--- src/rtl/instruction_fetch_controller_pkg.sv ---
// Shared types and defaults for the instruction fetch controller.
package instruction_fetch_controller_pkg;

  localparam int DEF_ADDR_WIDTH = 48;
  localparam int DEF_DATA_WIDTH = 32;
  localparam int DEF_PC_STEP    = 4;

  // Fetch sequencer states
  typedef enum logic [1:0] {
    IDLE  = 2'd0,
    FETCH = 2'd1,
    HOLD  = 2'd2,
    DRAIN = 2'd3
  } fetch_state_e;

endpackage

--- src/rtl/instruction_fetch_controller_buffer.sv ---
// Single-entry valid/ready register holding a fetched word and its PC.
// Flush wins over load so a redirect never lets a stale word through.
module fetch_output_buffer #(
  parameter int ADDR_WIDTH = 48,
  parameter int DATA_WIDTH = 32
) (
  input  logic                  clk,
  input  logic                  rst_n,
  input  logic                  load,
  input  logic                  consume,
  input  logic                  flush,
  input  logic [DATA_WIDTH-1:0] load_data,
  input  logic [ADDR_WIDTH-1:0] load_pc,
  output logic                  valid,
  output logic [DATA_WIDTH-1:0] data,
  output logic [ADDR_WIDTH-1:0] pc
);

  // Capture on load, drop on consume or flush
  always_ff @(posedge clk or negedge rst_n) begin
    if (!rst_n) begin
      valid <= 1'b0;
      data  <= '0;
      pc    <= '0;
    end else if (flush) begin
      valid <= 1'b0;
    end else if (load) begin
      valid <= 1'b1;
      data  <= load_data;
      pc    <= load_pc;
    end else if (consume) begin
      valid <= 1'b0;
    end
  end

endmodule

--- src/rtl/instruction_fetch_controller.sv ---
// Instruction fetch sequencer: owns the PC, issues one memory request at a
// time, buffers the returned word for decode and handles redirects,
// including draining a request that was already on the bus.
module instruction_fetch_controller
  import instruction_fetch_controller_pkg::*;
#(
  parameter int                    ADDR_WIDTH = DEF_ADDR_WIDTH,
  parameter int                    DATA_WIDTH = DEF_DATA_WIDTH,
  parameter logic [ADDR_WIDTH-1:0] RESET_PC   = '0,
  parameter int                    PC_STEP    = DEF_PC_STEP
) (
  input  logic                  clk,
  input  logic                  resetN,
  input  logic                  fetchEnable,
  input  logic                  redirectValid,
  input  logic [ADDR_WIDTH-1:0] redirectPc,
  output logic                  memReq,
  output logic [ADDR_WIDTH-1:0] memAddr,
  input  logic                  memReady,
  input  logic [DATA_WIDTH-1:0] memRdata,
  output logic                  instValid,
  input  logic                  instReady,
  output logic [DATA_WIDTH-1:0] instData,
  output logic [ADDR_WIDTH-1:0] instPc,
  output logic                  busy
);

  fetch_state_e          state;
  logic [ADDR_WIDTH-1:0] pc;
  logic [ADDR_WIDTH-1:0] mem_addr;
  logic                  mem_req;
  logic [ADDR_WIDTH-1:0] pc_inc;
  logic [ADDR_WIDTH-1:0] redirect_target;
  logic                  buf_load;

  assign pc_inc          = pc + ADDR_WIDTH'(PC_STEP);
  assign redirect_target = redirectPc & ~ADDR_WIDTH'(3);

  // mem_addr tracks pc except in DRAIN, where the abandoned request's
  // address must stay on the bus while pc already holds the new target.
  always_ff @(posedge clk or negedge resetN) begin
    if (!resetN) begin
      state    <= IDLE;
      pc       <= RESET_PC;
      mem_addr <= RESET_PC;
      mem_req  <= 1'b0;
    end else if (redirectValid) begin
      pc <= redirect_target;
      if (mem_req && !memReady) begin
        state <= DRAIN;
      end else begin
        state    <= fetchEnable ? FETCH : IDLE;
        mem_req  <= fetchEnable;
        mem_addr <= redirect_target;
      end
    end else begin
      case (state)
        IDLE: begin
          if (fetchEnable) begin
            state   <= FETCH;
            mem_req <= 1'b1;
          end
        end
        FETCH: begin
          if (memReady) begin
            state    <= HOLD;
            mem_req  <= 1'b0;
            pc       <= pc_inc;
            mem_addr <= pc_inc;
          end
        end
        HOLD: begin
          if (instReady) begin
            state   <= fetchEnable ? FETCH : IDLE;
            mem_req <= fetchEnable;
          end
        end
        DRAIN: begin
          if (memReady) begin
            state    <= fetchEnable ? FETCH : IDLE;
            mem_req  <= fetchEnable;
            mem_addr <= pc;
          end
        end
        default: begin
          state   <= IDLE;
          mem_req <= 1'b0;
        end
      endcase
    end
  end

  // Only a live (non-squashed) FETCH response reaches the buffer
  assign buf_load = (state == FETCH) && memReady && !redirectValid;

  fetch_output_buffer #(
    .ADDR_WIDTH(ADDR_WIDTH),
    .DATA_WIDTH(DATA_WIDTH)
  ) u_buf (
    .clk      (clk),
    .rst_n    (resetN),
    .load     (buf_load),
    .consume  (instValid && instReady),
    .flush    (redirectValid),
    .load_data(memRdata),
    .load_pc  (pc),
    .valid    (instValid),
    .data     (instData),
    .pc       (instPc)
  );

  assign memReq  = mem_req;
  assign memAddr = mem_addr;
  assign busy    = mem_req;

endmodule

--- config.mk ---
export PLATFORM = sky130hd
export DESIGN_NAME = instruction_fetch_controller
export DESIGN_NICKNAME = d
export VERILOG_FILES = /design/src/rtl/instruction_fetch_controller_pkg.sv /design/src/rtl/instruction_fetch_controller_buffer.sv /design/src/rtl/instruction_fetch_controller.sv
export SDC_FILE = /design/constraint.sdc
export NUM_CORES = 1
export LEC_CHECK = 0
export ABC_AREA = 1
export CAP_MARGIN = 20
export CELL_PAD_IN_SITES_DETAIL_PLACEMENT = 1
export CELL_PAD_IN_SITES_GLOBAL_PLACEMENT = 1
export CORE_ASPECT_RATIO = 1.25
export CORE_UTILIZATION = 39
export DETAILED_ROUTE_END_ITERATION = 10
export GPL_TIMING_DRIVEN = 1
export PLACE_DENSITY = 0.89
export SLEW_MARGIN = 40
export SYNTH_ARGS = -nofsm -noshare
export SYNTH_HDL_FRONTEND = slang
export SYNTH_SLANG_ARGS = --single-unit
export TNS_END_PERCENT = 5
--- constraint.sdc ---
create_clock -name clk -period 4.2 [get_ports clk]
set_clock_uncertainty 0.15 [all_clocks]
set_input_delay 0.63 -clock clk [delete_from_list [all_inputs] [get_ports clk]]
set_output_delay 0.63 -clock clk [all_outputs]
set_load 0.01 [all_outputs]
==> metrics.md <==
| Metric | Value |
|---|---|
| Status | finished, violations left |
| Failing checks | design-rule violations |
| Setup Total Neg Slack | 0 ns |
| Total of max-cap violations | 0 |
| Core ar. | 22900 µm² |
| DR vias | 9229 |
| CTS tree | done |
| Max Fanout on Critical Path | 17 |
| # setup viols final | 0 |
| Antenna violations before repair | 0 |
| # diodes | 0 |
| Dpl hpwl | 22400 µm |
| Final WL | 32000 µm |
| Finished Layout Cells | 1684 |
| Net Switching | 2960 µW |
| # hold bufs at CTS | 0 |
| Mux share of post-synthesis cell area | 0% |
| Cell-internal power | 4860 µW |
| Start point of the critical path | memReady |
| Cell taking the most area after synthesis | dfrtp_1 |
| Placed cells | around 1.7k |
| RR Startpoint | state[0] |
| Worst-Skew Late Latency | 0.44 ns |
| Top cell type's share of synthesized area | 48.2% |
| Final instance area | around 12000 µm² |
| # fillers | 2776 |
| Simple-gate area share of the yosys netlist | 27.4% |
| Drt pass-1 iters | 7 |
| Synth Register Bits | 175 |
| Setup bufs post-CTS | 0 |
| Worst path required time | approximately 4.4 ns |
| CTS sink cnt | 175 |
| Max Buffers Root-to-Sink | 2 |
| Clock root buffer master | clkbuf_16 |
| DP Area | 11400 µm² |
| # rows | 62 |
| CP max-delay cell | nor2_2 |
| Largest net degree at the start of global routing | 104 |
| Xor-xnor portion of the synthesized cell area | 1.54% |
| Mean Syn Cell Area | 7.55 µm² |
| Syn Std Cell Area | 9080 µm² |
| Rel. slew slack | 46.6% |
| Crit end category | flip-flop |
| Starting DRT DRC Count | 468 |
| Sequential share of the synthesized area | 48.2% |
| Fmax | 0.369 GHz |
| Share of post-route cells with drive strength above 1 | 5.37% |
| Yosys Warn Count | 0 |
| Fin nets | 1470 |
| Crit Path Class | input pin to flip-flop |
| Slowest cell delay on critical path | 0.60 ns |
| Reg power frac | 36.3% |
| CTS buffer count | 17 |
| Layout Area Growth over Synthesis | 32.8% |
| Final period util | 64.5% |
| Routed len/inst | 19.0 µm |
| CTS clk-pin slew, worst paths | 0.07 ns |
| Hold Violations, Final | 0 |
| Buf/Inv on CP | 4 |
| Maximum VDD drop | between 0.3 and 0.4 mV |
| Final Max Tran Viols | 0 |
| Yosys cell types | 36 |
| GR Util All Layers | between 20% and 30% |
| Compound-Gate Fraction of Synth Area | 15.8% |
| CP startpoint kind | input pin |
| Via-per-instance ratio | 5.48 |
| FF/Latch Area | 4380 µm² |
| Sw frac | 37.8% |
| Family with the most delay on the worst path | buffers and inverters |
| Crit-path cells | clkdlybuf4s50_1 > nand2_1 > nor2_1 > nor2_2 > inv_1 > buf_4 > o22ai_1 > a31o_1 > inv_1 |
| Adder-cell share of the synthesized area | less than 1% |
| Multi-input gate area | 4090 µm² |
| Total I/O pin count | 217 |
| Vias in the first global route | 9954 |
| Ranking of synthesized cells by area | dfrtp_1 48%, nand2_1 16%, a21oi_1 6.8% |
| PD cells | 649 nW/µm² |
| Routed Antenna Nets | 0 |
| RePlAce Congestion | 0.940 |
| Initial Util | 39.7% |
| RSZ-0062 raised after global routing | false |
| Final hold slack | 0.323 ns |
| Total grt overflow | 0 |
| Die H | 173 µm |
| Clock power frac | 22.2% |
| Die area | between 20000 and 25000 µm² |
| DR DRC count | 17 |
| Combinational Power Share | 41.6% |
| Main combinational cell family by area after synthesis | simple AND/OR/NAND/NOR gates |
| Hold Path Class | flip-flop to flip-flop |
| Htree depth | 4 |
| Die W | 138 µm |
| First-pass GRT wire length | 52000 µm |
| Pwr Total | 7820 µW |
| # resized after CTS | 0 |
| Leak pwr | 0.00540 µW |
| Min Clock Period, post-route | 2.71 ns |
| IO buf count | 212 |
| Worst Hold Launch | u_buf.data[31] |
| Synth Instances | 1203 |
| Tightest Pin Transition | 0.801 ns |
| Arr. time, crit path | 2.89 ns |
| Top cell by count, worst path | inv_1 |
-- kinds of logic (layout without fill, tap and decap cells) --
family | after synthesis | after routing
compound gates | 257 | 257
flops | 175 | 175
other cells | 1 | 2
simple gates | 602 | 602
xor+xnor | 16 | 16
buf+inv | 151 | 343
fa+ha+maj | 1 | 1
-- Yosys cell counts --
library cell and number:
o21ai_0 69, nand2_4 1, o21ai_1 6, nand2_2 6
o211ai_1 25, o221ai_1 14, o21a_1 1, nor2_4 5
buf_1 2, conb_1 1, nand4_1 16, or2_2 1
dfrtp_1 175, xnor2_1 1, nand3_1 57, nor2_1 114
ha_1 1, a31oi_1 9, and2_1 1, a31o_1 1
o31ai_1 1, inv_2 5, buf_4 6, nor3_1 3
o22ai_1 2, nor3b_1 1, nor2_8 1, nand2_1 384
a22oi_1 4, xor2_1 15, inv_1 82, buf_2 22
clkbuf_1 34, a21oi_1 123, a211oi_1 2, nor2_2 12
-- sequential cells by signal (all words and copies together) (netlist names) --
name	cells
memAddr	47
u_buf.valid	1
u_buf.data	32
state	2
busy	1
pc	46
u_buf.pc	46
-- worst paths after layout --
kind / end / slack (ns) / cells past startpoint
worst max-delay path: pc[46] / 1.49 / 9
worst min-delay path: u_buf.data[31] / 0.32 / 2
worst max register to register: pc[46] / 1.74 / 8
worst min register to register: u_buf.data[31] / 0.32 / 2
max in group asynchronous: u_buf.pc[8] / 2.31 / 4
min in group asynchronous: memAddr[26] / 0.47 / 2
-- power groups by stage --
stage | combinational, µW | clock [µW] | sequential, µW
final | 3250 | 1730 | 2840
after floorplan | 1320 | 0 | 3000
after detailed placement | 3240 | 0 | 2860
after CTS | 3270 | 1750 | 2840
after global routing | 3570 | 1820 | 2920
after global placement | 3110 | 0 | 2820
-- stage by stage --
| stage | worst slack [ns] | utilization, % |
|---|---|---|
| 6_report | 1.49 | 52.7 |
| 4_1_cts | 1.53 | 52.5 |
| 5_1_grt | 1.33 | 52.7 |
| 3_5_place_dp | 1.05 | 49.7 |
| 3_3_place_gp | 1.12 | 49.7 |
| 2_1_floorplan | 2.37 | - |
-- per-layer routing --
metal / track usage, % / up-vias / share of wire, %
met5: 0 / - / 0
met3: 6.59 / 91 / 5.9
met1: 30.7 / 4560 / 39
met4: 14.3 / 0 / 4.3
li1: - / 4291 / -
met2: 49.1 / 287 / 51
-- tightest hold or removal path: stages, from the launching register on --
cell	delay (ns)
dfrtp_1	0.34
nand2_1	0.06
nand2_1	0.04
-- placed cells by master (no fill, tap or decap), types with 3 or more instances in the layout --
cell type	instances
a21oi_1	123
a22oi_1	4
a31oi_1	9
buf_4	9
bufinv_16	4
clkbuf_16	17
clkdlybuf4s50_1	210
dfrtp_1	175
inv_1	82
inv_6	5
nand2_1	384
nand2_2	6
nand3_1	57
nand4_1	16
nor2_1	114
nor2_2	11
nor2_4	6
nor3_1	3
o211ai_1	25
o21ai_0	69
o21ai_1	6
o221ai_1	14
xor2_1	15
-- layout make-up --
type	instances	area share [%]
Sequential cell	175	36.3
Multi-Input combinational cell	878	34.0
Timing Repair Buffer	224	18.7
Clock buffer	18	3.56
Tap cell	288	2.99
Inverter	87	2.79
Clock inverter	14	1.69
Note: power is estimated with default switching activity, not from simulation.
